## config.mk

```make
export PLATFORM = sky130hd
export DESIGN_NAME = fusion_frame_sequencer_flat
export DESIGN_NICKNAME = d
export VERILOG_FILES = /design/src/rtl/fusion_frame_sequencer_pkg.sv /design/src/rtl/fusion_frame_sequencer_if.sv /design/src/rtl/fusion_frame_sequencer_tag_pipe.sv /design/src/rtl/fusion_frame_sequencer.sv /design/src/flat_wrapper.sv
export SDC_FILE = /design/constraint.sdc
export NUM_CORES = 1
export LEC_CHECK = 0
export ABC_AREA = 1
export CAP_MARGIN = 10
export CORE_MARGIN = 5
export CORE_UTILIZATION = 30
export DETAILED_ROUTE_END_ITERATION = 10
export REMOVE_ABC_BUFFERS = 1
export SYNTH_ARGS = -nofsm -noshare
export SYNTH_HDL_FRONTEND = slang
export SYNTH_SLANG_ARGS = --single-unit
```

## constraint.sdc

```tcl
create_clock -name s_axis_aclk -period 5.35 [get_ports s_axis_aclk]
set_input_delay 1.07 -clock s_axis_aclk [delete_from_list [all_inputs] [get_ports s_axis_aclk]]
set_output_delay 1.07 -clock s_axis_aclk [all_outputs]
set_load 0.01 [all_outputs]
```

## src/rtl/fusion_frame_sequencer_pkg.sv

```systemverilog
// Shared definitions for the frame-fusion sequencer: phase encodings,
// frame-geometry helper and the layout of the write-back tag word.
package fusion_pkg;

  typedef enum logic {
    STATE_AVG  = 1'b0,
    STATE_FUSE = 1'b1
  } fusion_state_e;

  // Beats per frame for a given geometry and datapath width.
  function automatic int unsigned calc_beats(input int unsigned im_len,
                                             input int unsigned im_wid,
                                             input int unsigned units);
    return (im_len * im_wid) / units;
  endfunction

  // Tag word, MSB to LSB: {valid, mode, init, addr[ADDR_W-1:0], out_en, last}.
  localparam int unsigned TAG_LAST_BIT   = 0;
  localparam int unsigned TAG_OUT_EN_BIT = 1;
  localparam int unsigned TAG_ADDR_LSB   = 2;
  localparam int unsigned TAG_CTRL_BITS  = 5;

  function automatic int unsigned tag_width(input int unsigned addr_w);
    return addr_w + TAG_CTRL_BITS;
  endfunction

  function automatic int unsigned tag_init_bit(input int unsigned addr_w);
    return TAG_ADDR_LSB + addr_w;
  endfunction

  function automatic int unsigned tag_mode_bit(input int unsigned addr_w);
    return TAG_ADDR_LSB + addr_w + 1;
  endfunction

  function automatic int unsigned tag_valid_bit(input int unsigned addr_w);
    return TAG_ADDR_LSB + addr_w + 2;
  endfunction

endpackage

```

## src/rtl/fusion_frame_sequencer_if.sv

```systemverilog
// Input-stream handshake between the upstream source and the sequencer.
interface fusion_frame_sequencer_if;
  logic s_axis_tvalid;
  logic s_axis_tlast;
  logic s_axis_tready;

  modport master (
    output s_axis_tvalid,
    output s_axis_tlast,
    input  s_axis_tready
  );

  modport slave (
    input  s_axis_tvalid,
    input  s_axis_tlast,
    output s_axis_tready
  );
endinterface

```

## src/rtl/fusion_frame_sequencer_tag_pipe.sv

```systemverilog
// Fixed-latency tag delay line matching the datapath pipeline depth.
// Also reports how many stages currently hold a tag with COUNT_BIT set.
module fusion_tag_pipe #(
  parameter int unsigned WIDTH     = 8,
  parameter int unsigned DEPTH     = 20,
  parameter int unsigned COUNT_BIT = 0,
  localparam int unsigned CNT_W    = $clog2(DEPTH + 1)
) (
  input  logic             clk,
  input  logic             rst_n,
  input  logic [WIDTH-1:0] tag_in,
  output logic [WIDTH-1:0] tag_out,
  output logic [CNT_W-1:0] count
);

  logic [WIDTH-1:0] stage [DEPTH];

  // Shift every cycle; the pipeline cannot stall, bubbles travel as zero tags.
  always_ff @(posedge clk or negedge rst_n) begin
    if (!rst_n) begin
      for (int unsigned i = 0; i < DEPTH; i++) begin
        stage[i] <= '0;
      end
    end else begin
      stage[0] <= tag_in;
      for (int unsigned i = 1; i < DEPTH; i++) begin
        stage[i] <= stage[i-1];
      end
    end
  end

  assign tag_out = stage[DEPTH-1];

  // Population count of flagged tags across every stage, including the one
  // presented on tag_out this cycle (it only reaches the FIFO at the next edge).
  always_comb begin
    count = '0;
    for (int unsigned i = 0; i < DEPTH; i++) begin
      count = count + CNT_W'(stage[i][COUNT_BIT]);
    end
  end

endmodule

```

## src/rtl/fusion_frame_sequencer.sv

```systemverilog
// Control-plane sequencer for the frame-fusion datapath: beat/frame counting,
// AVG->FUSE phase schedule, BRAM tag issue, latency-matched write-back tags,
// output-FIFO credit throttling and tlast framing check.
module fusion_frame_sequencer
  import fusion_pkg::*;
#(
  parameter int unsigned IM_LEN            = 520,
  parameter int unsigned IM_WID            = 520,
  parameter int unsigned NO_PARALLEL_UNITS = 4,
  parameter int unsigned NO_IMAGES         = 16,
  parameter int unsigned LOG2_NO_OF_IMAGES = 4,
  parameter int unsigned PIPELINE_LATENCY  = 20,
  parameter int unsigned FIFO_DEPTH        = 32,
  localparam int unsigned BEATS  = calc_beats(IM_LEN, IM_WID, NO_PARALLEL_UNITS),
  localparam int unsigned ADDR_W = $clog2(BEATS),
  localparam int unsigned LVL_W  = $clog2(FIFO_DEPTH + 1)
) (
  input  logic                         s_axis_aclk,
  input  logic                         s_axis_aresetn,
  fusion_frame_sequencer_if.slave      s_axis,
  input  logic [LVL_W-1:0]             fifo_level,
  output logic                         dp_valid,
  output logic                         dp_mode,
  output logic                         dp_init,
  output logic [ADDR_W-1:0]            dp_addr,
  output logic                         wb_valid,
  output logic                         wb_mode,
  output logic                         wb_init,
  output logic [ADDR_W-1:0]            wb_addr,
  output logic                         wb_out_en,
  output logic                         wb_last,
  output logic [LOG2_NO_OF_IMAGES-1:0] frame_idx,
  output logic                         state,
  output logic                         frame_done,
  output logic                         tlast_err
);

  localparam int unsigned TAG_W     = tag_width(ADDR_W);
  localparam int unsigned CNT_W     = $clog2(PIPELINE_LATENCY + 1);
  localparam int unsigned INIT_BIT  = tag_init_bit(ADDR_W);
  localparam int unsigned MODE_BIT  = tag_mode_bit(ADDR_W);
  localparam int unsigned VALID_BIT = tag_valid_bit(ADDR_W);

  localparam logic [ADDR_W-1:0]            LAST_BEAT  = ADDR_W'(BEATS - 1);
  localparam logic [LOG2_NO_OF_IMAGES-1:0] LAST_FRAME = LOG2_NO_OF_IMAGES'(NO_IMAGES - 1);

  fusion_state_e                  state_q;
  logic [LOG2_NO_OF_IMAGES-1:0]   frame_idx_q;
  logic [ADDR_W-1:0]              beat_q;
  logic                           tlast_err_q;
  logic                           frame_done_q;

  logic                           accept;
  logic                           ready;
  logic                           out_frame;
  logic                           at_last_beat;
  logic                           frame_end;
  logic                           init_frame;
  logic [CNT_W-1:0]               inflight_out;
  logic [TAG_W-1:0]               tag_in;
  logic [TAG_W-1:0]               tag_out;

  // Issue-side decode, all combinational from the current registers.
  always_comb begin
    out_frame    = (state_q == STATE_FUSE) && (frame_idx_q == LAST_FRAME);
    init_frame   = (state_q == STATE_AVG) && (frame_idx_q == '0);
    ready        = !out_frame ||
                   ((32'(fifo_level) + 32'(inflight_out)) < FIFO_DEPTH);
    accept       = s_axis.s_axis_tvalid && ready;
    at_last_beat = (beat_q == LAST_BEAT);
    frame_end    = accept && (at_last_beat || s_axis.s_axis_tlast);
  end

  assign s_axis.s_axis_tready = ready;

  assign dp_valid = accept;
  assign dp_mode  = logic'(state_q);
  assign dp_init  = init_frame;
  assign dp_addr  = beat_q;

  // Frame/phase state machine, framing check and frame_done pulse.
  always_ff @(posedge s_axis_aclk or negedge s_axis_aresetn) begin
    if (!s_axis_aresetn) begin
      state_q      <= STATE_AVG;
      frame_idx_q  <= '0;
      beat_q       <= '0;
      tlast_err_q  <= 1'b0;
      frame_done_q <= 1'b0;
    end else begin
      frame_done_q <= 1'b0;
      if (accept) begin
        // Early tlast and missing tlast both end the frame; either is an error.
        if (s_axis.s_axis_tlast != at_last_beat) begin
          tlast_err_q <= 1'b1;
        end
        if (frame_end) begin
          beat_q       <= '0;
          frame_done_q <= 1'b1;
          frame_idx_q  <= (frame_idx_q == LAST_FRAME) ? '0 : frame_idx_q + 1'b1;
          if ((state_q == STATE_AVG) && (frame_idx_q == LAST_FRAME)) begin
            state_q <= STATE_FUSE;
          end
        end else begin
          beat_q <= beat_q + 1'b1;
        end
      end
    end
  end

  assign frame_idx  = frame_idx_q;
  assign state      = logic'(state_q);
  assign frame_done = frame_done_q;
  assign tlast_err  = tlast_err_q;

  // Tag issued with every accepted beat; idle cycles inject an all-zero bubble.
  always_comb begin
    tag_in = '0;
    if (accept) begin
      tag_in = {1'b1, logic'(state_q), init_frame, beat_q,
                out_frame, out_frame && frame_end};
    end
  end

  fusion_tag_pipe #(
    .WIDTH     (TAG_W),
    .DEPTH     (PIPELINE_LATENCY),
    .COUNT_BIT (TAG_OUT_EN_BIT)
  ) u_tag_pipe (
    .clk     (s_axis_aclk),
    .rst_n   (s_axis_aresetn),
    .tag_in  (tag_in),
    .tag_out (tag_out),
    .count   (inflight_out)
  );

  assign wb_valid  = tag_out[VALID_BIT];
  assign wb_mode   = tag_out[MODE_BIT];
  assign wb_init   = tag_out[INIT_BIT];
  assign wb_addr   = tag_out[TAG_ADDR_LSB +: ADDR_W];
  assign wb_out_en = tag_out[VALID_BIT] && tag_out[TAG_OUT_EN_BIT];
  assign wb_last   = tag_out[VALID_BIT] && tag_out[TAG_OUT_EN_BIT] && tag_out[TAG_LAST_BIT];

endmodule

```

## src/flat_wrapper.sv

```systemverilog
// flat-port wrapper written by rule: the top's interface ports become plain ports
module fusion_frame_sequencer_flat import fusion_pkg::*;
#(
  parameter int unsigned IM_LEN            = 520,
  parameter int unsigned IM_WID            = 520,
  parameter int unsigned NO_PARALLEL_UNITS = 4,
  parameter int unsigned NO_IMAGES         = 16,
  parameter int unsigned LOG2_NO_OF_IMAGES = 4,
  parameter int unsigned PIPELINE_LATENCY  = 20,
  parameter int unsigned FIFO_DEPTH        = 32,
  localparam int unsigned BEATS  = calc_beats(IM_LEN, IM_WID, NO_PARALLEL_UNITS),
  localparam int unsigned ADDR_W = $clog2(BEATS),
  localparam int unsigned LVL_W  = $clog2(FIFO_DEPTH + 1)
)
  (s_axis_aclk, s_axis_aresetn, fifo_level, dp_valid, dp_mode, dp_init, dp_addr, wb_valid, wb_mode, wb_init, wb_addr, wb_out_en, wb_last, frame_idx, state, frame_done, tlast_err, s_axis_s_axis_tvalid, s_axis_s_axis_tlast, s_axis_s_axis_tready);
  fusion_frame_sequencer_if s_axis_i ();
  input  logic s_axis_aclk;
  input  logic s_axis_aresetn;
  input  logic [LVL_W-1:0] fifo_level;
  output logic dp_valid;
  output logic dp_mode;
  output logic dp_init;
  output logic [ADDR_W-1:0] dp_addr;
  output logic wb_valid;
  output logic wb_mode;
  output logic wb_init;
  output logic [ADDR_W-1:0] wb_addr;
  output logic wb_out_en;
  output logic wb_last;
  output logic [LOG2_NO_OF_IMAGES-1:0] frame_idx;
  output logic state;
  output logic frame_done;
  output logic tlast_err;
  input wire logic [$bits(s_axis_i.s_axis_tvalid)-1:0] s_axis_s_axis_tvalid;
  input wire logic [$bits(s_axis_i.s_axis_tlast)-1:0] s_axis_s_axis_tlast;
  output wire logic [$bits(s_axis_i.s_axis_tready)-1:0] s_axis_s_axis_tready;
  assign s_axis_i.s_axis_tvalid = s_axis_s_axis_tvalid;
  assign s_axis_i.s_axis_tlast = s_axis_s_axis_tlast;
  assign s_axis_s_axis_tready = s_axis_i.s_axis_tready;
  fusion_frame_sequencer #(.IM_LEN(IM_LEN), .IM_WID(IM_WID), .NO_PARALLEL_UNITS(NO_PARALLEL_UNITS), .NO_IMAGES(NO_IMAGES), .LOG2_NO_OF_IMAGES(LOG2_NO_OF_IMAGES), .PIPELINE_LATENCY(PIPELINE_LATENCY), .FIFO_DEPTH(FIFO_DEPTH)) u_core (.s_axis_aclk(s_axis_aclk), .s_axis_aresetn(s_axis_aresetn), .s_axis(s_axis_i), .fifo_level(fifo_level), .dp_valid(dp_valid), .dp_mode(dp_mode), .dp_init(dp_init), .dp_addr(dp_addr), .wb_valid(wb_valid), .wb_mode(wb_mode), .wb_init(wb_init), .wb_addr(wb_addr), .wb_out_en(wb_out_en), .wb_last(wb_last), .frame_idx(frame_idx), .state(state), .frame_done(frame_done), .tlast_err(tlast_err));
endmodule
```

## Word-level counts from Yosys, hierarchy flattened

Cells that the tools add are included.

- Flip-flop bits (word level): 464
- Latch bits: 0
- Memory bits (writable): 0
- Memory bits (read-only): 0
- Bits of input ports: 10
- Output and inout bits: 50
- Memories: 0

- Add/sub/neg operators: 22
- Multiply operators: 0
- Divide/modulo/power cells: 0
- $lt $le $gt $ge: 1
- Eq/ne operators: 3
- Shift operators: 0
- Mux-type cells: 5
- Bitwise gates (word level): 1
- Reduce and logical (&&, ||, !) cells: 15

Operators by type and width:

| cell | count |
|---|---|
| 5-bit by 1-bit adder with 5-bit output | 15 |
| 32-bit by 6-bit less-than comparator with 1-bit output (second input constant) | 1 |
| 22-bit two-way mux | 1 |
| 17-bit by 1-bit adder with 17-bit output (second input constant) | 1 |
| 17-bit equality test (second input constant) | 1 |
| 17-bit two-way mux | 1 |
| 1-bit logical AND | 8 |
| 6-bit by 5-bit adder with 7-bit output | 1 |
| 4-bit by 1-bit adder with 5-bit output | 1 |
| 3-bit by 1-bit adder with 4-bit output | 1 |
| 4-bit by 1-bit adder with 4-bit output (second input constant) | 1 |
| 4-bit equality test (second input constant) | 1 |
| 4-bit logical NOT | 1 |
| 4-bit two-way mux | 1 |
| 2-bit AND reduction | 2 |
| 2-bit by 1-bit adder with 3-bit output | 1 |
| 3-bit AND reduction | 1 |
| 1-bit by 1-bit adder with 2-bit output | 1 |
| 1-bit logical OR | 2 |
| 1-bit two-way mux | 2 |
| 1-bit logical NOT | 1 |
| 1-bit != test | 1 |
| 1-bit NOT | 1 |

## Longest topological paths before layout

Gate-level depths: netlist of the first run.

- Word-level depth: 26
- Gate-level depth with buffers: 21
- Mapped depth without buffers: 21

## Cells and area by module

Synthesis of the first run repeated with hierarchy kept, for this count alone.

- Cells, all modules: 798
- Area total of the unflattened synthesis: 13549.2 µm²

Modules (own cells, without submodules):

| module | times used | cells an instance | area each (µm²) | sequential area each (µm²) |
|---|---|---|---|---|
| fusion_tag_pipe | 1 | 519 | 11691.2 | 11010.6 |
| fusion_frame_sequencer | 1 | 279 | 1858.0 | 600.6 |

## Worst setup path after synthesis of the first run

No wires, ideal clock.

- Path kind: in2out
- Start point: input fifo_level[0]
- End point: output dp_valid
- Arrival time: 4.660 ns
- Setup slack: -0.380 ns
- Stages: 19
- Buffers on the path: 0
- Cell sequence: fa_1 -> inv_1 -> fa_1 -> inv_1 -> fa_1 -> fa_1 -> inv_1 -> fa_1 -> inv_1 -> ha_1 -> nand2_1 -> nor2_1 -> nand2_1 -> nand3_1 -> nand2_1 -> nand3_2 -> nand2_4 -> nand2_4 -> inv_1

- Longest elaborated chain between the ends: 4

Ends and longest elaborated chain:

| element | RTL line | RTL |
|---|---|---|
| start: declaration | flat_wrapper.sv:19 | `input logic [LVL_W-1:0] fifo_level;` |
| 6-bit by 5-bit adder with 7-bit output | fusion_frame_sequencer.sv:68 | `((32'(fifo_level) + 32'(inflight_out)) < FIFO_DEPTH);` |
| 32-bit by 6-bit less-than comparator with 1-bit output | fusion_frame_sequencer.sv:68 |  |
| 1-bit logical OR | fusion_frame_sequencer.sv:67 | `ready = !out_frame \|\|` |
| 1-bit logical AND | fusion_frame_sequencer.sv:69 | `accept = s_axis.s_axis_tvalid && ready;` |
| end: declaration | flat_wrapper.sv:20 | `output logic dp_valid;` |

Every way passes these cells.

## Final worst setup path of the first run

Same ends and word-level chain as after synthesis.

==> flow_summary.ini, run 1 <==
[placed_design]
port_buffers = 59
place_area_mm2 = 0.01467
dp_hpwl_um = 8721
place.gp.congestion = 0.7817
dp_cells = 1408
pre_cts_slack_ps = -1457

[global_route]
grt_overflow = 0
grt_max_degree = 174
globalRouteTotalUtil_pct = 7.192
antenna_found_initial = 0
grt_pass1_vias = 6126
grt_pass1_wl_um = 30130

[logic_synthesis]
synth_top_area_share_pct = 86.34
yosysWarningCount = 0
synth_top_cell_by_area = dfrtp_1
synth_cell_types = 19
syn_inst = 777
seq_area_frac_synth_pct = 86.34
syn_area_per_cell_um2 = 17.31
syn_area_mm2 = 0.01345
ys_top_cells_by_area = dfrtp_1, nand2_1, inv_1
ys_ff_latch = 464

[drt]
vias = 5537
first_iter_violations = 391
wirelength_um = 16710
drt-pass1-iter-count = 4
viasPerCell = 3.711
antenna_left = 0
routedWlPerCell_um = 11.20
post-route-drc-count = 0

[timing]
maxSlewViolCount = 0
fin_crit_sh_pct = 110.8
tns_ps = -1142
worst_slew_margin_rel_pct = 40.89
max_freq_mhz = 168.8
setup_violations = 2
hold_violations = 0
whs_ps = 330.7
fin_skew_ps = 14.86
layout_min_cycle_time_ps = 5925
rsz0062_at_grt = yes
setup_ws_ps = -575.1
tightest_slew_ps = 886.7

[worst_setup_path]
crit_slowest_cell = fa_1
startpoint_type = input pin
path_common_cell = fa_1
worstPathCellList = buf_6 -> fa_1 -> inv_1 -> fa_1 -> fa_1 -> fa_1 -> fa_1 -> inv_1 -> ha_1 -> nand2_1 -> nand2_2 -> nand2_1 -> nand2_1 -> a21oi_2 -> nand3_2 -> nand2_4 -> buf_6 -> nand2_4 -> inv_2 -> buf_6
crit_fanout = 2
worstSetupPathType = input pin to output pin
slowest_delay_ps = 510
end_kind = output pin
critical_path_required_ps = 4280
arrival_ps = 4860

[die]
ios = 60
die_area_mm2 = 0.04916
fp.coreArea_mm2 = 0.04432
die_w_um = 221.7
die_y_um = 221.7
start_util_pct = 30.34
rows = 77

[power_and_ir_drop]
leakage_nw = 8.327
power.total_mw = 6.994
vdd.ir_drop.worst_mv = 0.2387
powerDensity_mw_per_mm2 = 430.4

[clocking]
clock_sinks = 464
cts_made_buffers = 44
clockBufferDepth = 3
root_buffer = clkbuf_16
clk_latency_ps = 540
htree_levels = 2
hold_buffers = 0
clk_transition_reported_paths_ps = 60
cts_tree = built

[finish]
num_antenna_cells = 0
post-route-util_pct = 36.67
postLayoutCellArea_mm2 = 0.01625
final_cell_mix = dfrtp_1, nand2_1, inv_1, clkdlybuf4s50_1, clkbuf_16
final_common_cell = dfrtp_1
layout.cells.non_filler = 1492
area_growth_pct = 20.83
fin_nets = 907
drive_gt1_share_pct = 10.56
fillers = 4161

[run]
cap_violations = 0

[hold_path]
hold_path_class = register to register

[run_status]
violations = setup timing
status = finished, violations left
-- synthesized netlist by cell type --
cell type	count
nand3_2	1
nor4_1	1
fa_1	13
nor2_1	39
nand2_1	77
buf_6	3
buf_1	2
nor2_2	1
xor2_1	17
buf_4	20
nand4_1	29
clkbuf_1	4
dfrtp_1	464
nand3_1	11
a21oi_1	2
nor3_1	3
nand2_4	2
inv_1	71
ha_1	17
-- sequential cells by signal (all words and copies together), names as in the netlist --
register	flops
u_core.dp_mode	1
u_core.tlast_err	1
u_core.frame_done	1
u_core.u_tag_pipe.tag_out	22
u_core.frame_idx	4
u_core.dp_addr	17
u_core.u_tag_pipe.stage	418
-- worst max-delay path, delay by kind of cell --
family | cells | cell delay (ps)
AOI/OAI and AO/OA | 1 | 150
buffers and inverters | 6 | 440
and+or+nand+nor | 7 | 550
adders and majority gates | 6 | 2640
-- power by group --
part           internal, mW  leakage [nW]  total [mW]  switching, mW
clock                  1.93         0.740        3.17           1.24
sequential             3.58          6.35        3.61         0.0379
combinational        0.0759          1.24       0.209          0.133
-- logic make-up (layout without fill, tap and decap cells) --
kind of cell,after synthesis,after routing,synth area share (%)
DFF,464,464,86.34
and+or+nand+nor,164,164,5.443
buffers and inverters,100,223,3.517
adders and majority gates,30,30,3.517
xor gates and xnor gates,17,17,1.107
AOI/OAI and AO/OA,2,2,0.07444
-- final timing paths --
kind,startpoint,to,slack (ps),depth (start not counted)
min in group asynchronous,s_axis_aresetn,u_core.u_tag_pipe.stage[41]$_DFF_PN0_,460,1
max,fifo_level[0],dp_valid,-580,20
min,u_core.u_tag_pipe.stage[276]$_DFF_PN0_,u_core.u_tag_pipe.stage[254]$_DFF_PN0_,330,0
max reg2reg,u_core.u_tag_pipe.stage[221]$_DFF_PN0_,u_core.dp_addr[7]$_DFFE_PN0N_,650,21
min reg2reg,u_core.u_tag_pipe.stage[276]$_DFF_PN0_,u_core.u_tag_pipe.stage[254]$_DFF_PN0_,330,0
max in group asynchronous,s_axis_aresetn,u_core.u_tag_pipe.stage[311]$_DFF_PN0_,3610,2
-- routing by layer --
| layer | global-route usage, % | share of wire (%) | vias to the layer above |
|---|---|---|---|
| li1 | - | - | 2567 |
| met1 | 9.856 | 46 | 2798 |
| met2 | 10.62 | 44 | 123 |
| met3 | 2.463 | 6.5 | 49 |
| met4 | 2.824 | 3.3 | 0 |
| met5 | 0 | 0 | - |
-- timing repair --
action	4_1_cts	5_1_grt
resized for setup	19	0
pin swaps	14	4
endpoints found under the setup margin	2	2
buffers inserted	5	1
-- final cells by class --
class                   count  area (µm²)  share of cell area, %
well taps                 592       740.7                  4.558
repair buffers             73       745.7                  4.589
inverters                  71       266.5                  1.640
clock inverters            21       311.5                  1.917
clock buffers              58        1204                  7.407
multi-input cells         213        1370                  8.432
flip-flops and latches    464       11610                  71.46
(Power assumes the default switching activity.)
==> run 2, diff against run 1 <==
CAP_MARGIN = 30   (was 10)
clock period = 5.8 ns   (was 5.35 ns; I/O delays follow)
==> flow_summary.ini, run 2 (synthesis results as in run 1) <==
[finish]
final_cell_mix = dfrtp_1, nand2_1, inv_1, clkdlybuf4s50_1, clkbuf_16
num_antenna_cells = 0
drive_gt1_share_pct = 10.64
final_common_cell = dfrtp_1
largest_reg_flops = 418
fin_nets = 906
fillers = 4160
area_growth_pct = 20.54
multi_input_area_mm2 = 0.001383
regArea_mm2 = 0.01161
postLayoutCellArea_mm2 = 0.01621
top_register = u_core.u_tag_pipe.stage
post-route-util_pct = 36.58

[timing]
setup_ws_ps = -283.3
layout_min_cycle_time_ps = 6083
max_freq_mhz = 164.4
worst_slew_margin_rel_pct = 31.59
tns_ps = -557.5
rsz0062_at_grt = yes
fin_crit_sh_pct = 104.9
setup_violations = 2
maxSlewViolCount = 0
tightest_slew_ps = 1026
hold_violations = 0
fin_skew_ps = 19.13

[run]
cap_violations = 0

[power_and_ir_drop]
leakage_nw = 8.303
powerDensity_mw_per_mm2 = 391.6
vdd.ir_drop.worst_mv = 0.1844
power.total_mw = 6.349

[drt]
drt-pass1-iter-count = 4
antenna_left = 0
wirelength_um = 16800
routedWlPerCell_um = 11.25
vias = 5586
viasPerCell = 3.739
post-route-drc-count = 0
first_iter_violations = 324

[global_route]
antenna_found_initial = 0
grt_pass1_vias = 5996
globalRouteTotalUtil_pct = 7.150
grt_overflow = 0
grt_max_degree = 140
grt_pass1_wl_um = 29950

[placed_design]
port_buffers = 59
dp_hpwl_um = 8977
place_area_mm2 = 0.01469
place.gp.congestion = 0.7803

[clocking]
clk_latency_ps = 530
root_buffer = clkbuf_16
clk_transition_reported_paths_ps = 60
clock_sinks = 464
cts_tree = built
cts_made_buffers = 44
clockBufferDepth = 3
hold_buffers = 0
htree_levels = 2

[die]
die_area_mm2 = 0.04916
start_util_pct = 30.34
ios = 60
fp.coreArea_mm2 = 0.04432
die_y_um = 221.7
rows = 77
die_w_um = 221.7

[run_status]
violations = setup timing
status = finished, violations left

[worst_setup_path]
worstSetupPathType = input pin to output pin
arrival_ps = 4920
startpoint_type = input pin
crit_fanout = 3
critical_path_required_ps = 4640
end_kind = output pin

[hold_path]
hold_path_class = register to register
[run 2: area by class of cell]
class,count,area share (%)
Multi-Input combinational cell,213,8.529
Inverter,71,1.659
Timing Repair Buffer,72,4.554
Sequential cell,464,71.63
Clock buffer,64,7.881
Clock inverter,18,1.181
Tap cell,592,4.569
[run 2: critical path, stage by stage]
cell and delay (ps):
buf_6 90, fa_1 470, inv_1 50, fa_1 490, fa_1 430, fa_1 500
fa_1 530, inv_1 50, ha_1 280, nand2_1 70, nand2_2 70, nand2_1 60
nand2_1 70, a21oi_2 150, nand3_2 120, nand2_4 120, nand2_4 60, inv_4 60
buf_6 90
[run 2: what timing repair did]
action	CTS	global route
setup endpoints to repair	2	2
gates cloned	0	0
gates resized for setup	20	1
setup buffers	2	1
pin swaps	16	3
[run 2: through the flow]
| step | instances | setup slack (ps) | hold WS (ps) |
|---|---|---|---|
| global route | 1494 | -450.9 | 326.2 |
| global placement | 1409 | -1151 | 331.0 |
| detailed placement | 1409 | -1198 | 334.7 |
| finish | 1494 | -283.3 | 325.8 |
| CTS | 1493 | -337.3 | 321.3 |
| floorplan | 748 | -371.8 | 331.2 |
[run 2: where the power goes]
| group | internal, mW | total (mW) | switching (mW) |
|---|---|---|---|
| clock | 1.68 | 2.82 | 1.14 |
| combinational | 0.0724 | 0.199 | 0.127 |
| sequential | 3.30 | 3.33 | 0.0350 |
[run 2: worst paths after layout]
kind / start / end / slack [ps] / cells past startpoint
worst max-delay path: fifo_level[0] / dp_valid / -280 / 19
worst min-delay path: u_core.u_tag_pipe.stage[220]$_DFF_PN0_ / u_core.u_tag_pipe.stage[198]$_DFF_PN0_ / 330 / 0
worst max register to register: u_core.u_tag_pipe.stage[221]$_DFF_PN0_ / u_core.dp_addr[15]$_DFFE_PN0N_ / 1120 / 20
worst min register to register: u_core.u_tag_pipe.stage[220]$_DFF_PN0_ / u_core.u_tag_pipe.stage[198]$_DFF_PN0_ / 330 / 0
max in group asynchronous: s_axis_aresetn / u_core.u_tag_pipe.stage[302]$_DFF_PN0_ / 3810 / 2
min in group asynchronous: s_axis_aresetn / u_core.u_tag_pipe.tag_out[5]$_DFF_PN0_ / 740 / 1
[run 2: metal layers]
| metal | routed length (µm) | vias up | global-route usage, % |
|---|---|---|---|
| met5 | 0 | - | 0 |
| met4 | 461 | 0 | 2.804 |
| met3 | 938 | 39 | 2.290 |
| met2 | 7598 | 123 | 10.41 |
| met1 | 7802 | 2857 | 10.03 |
| li1 | - | 2567 | - |
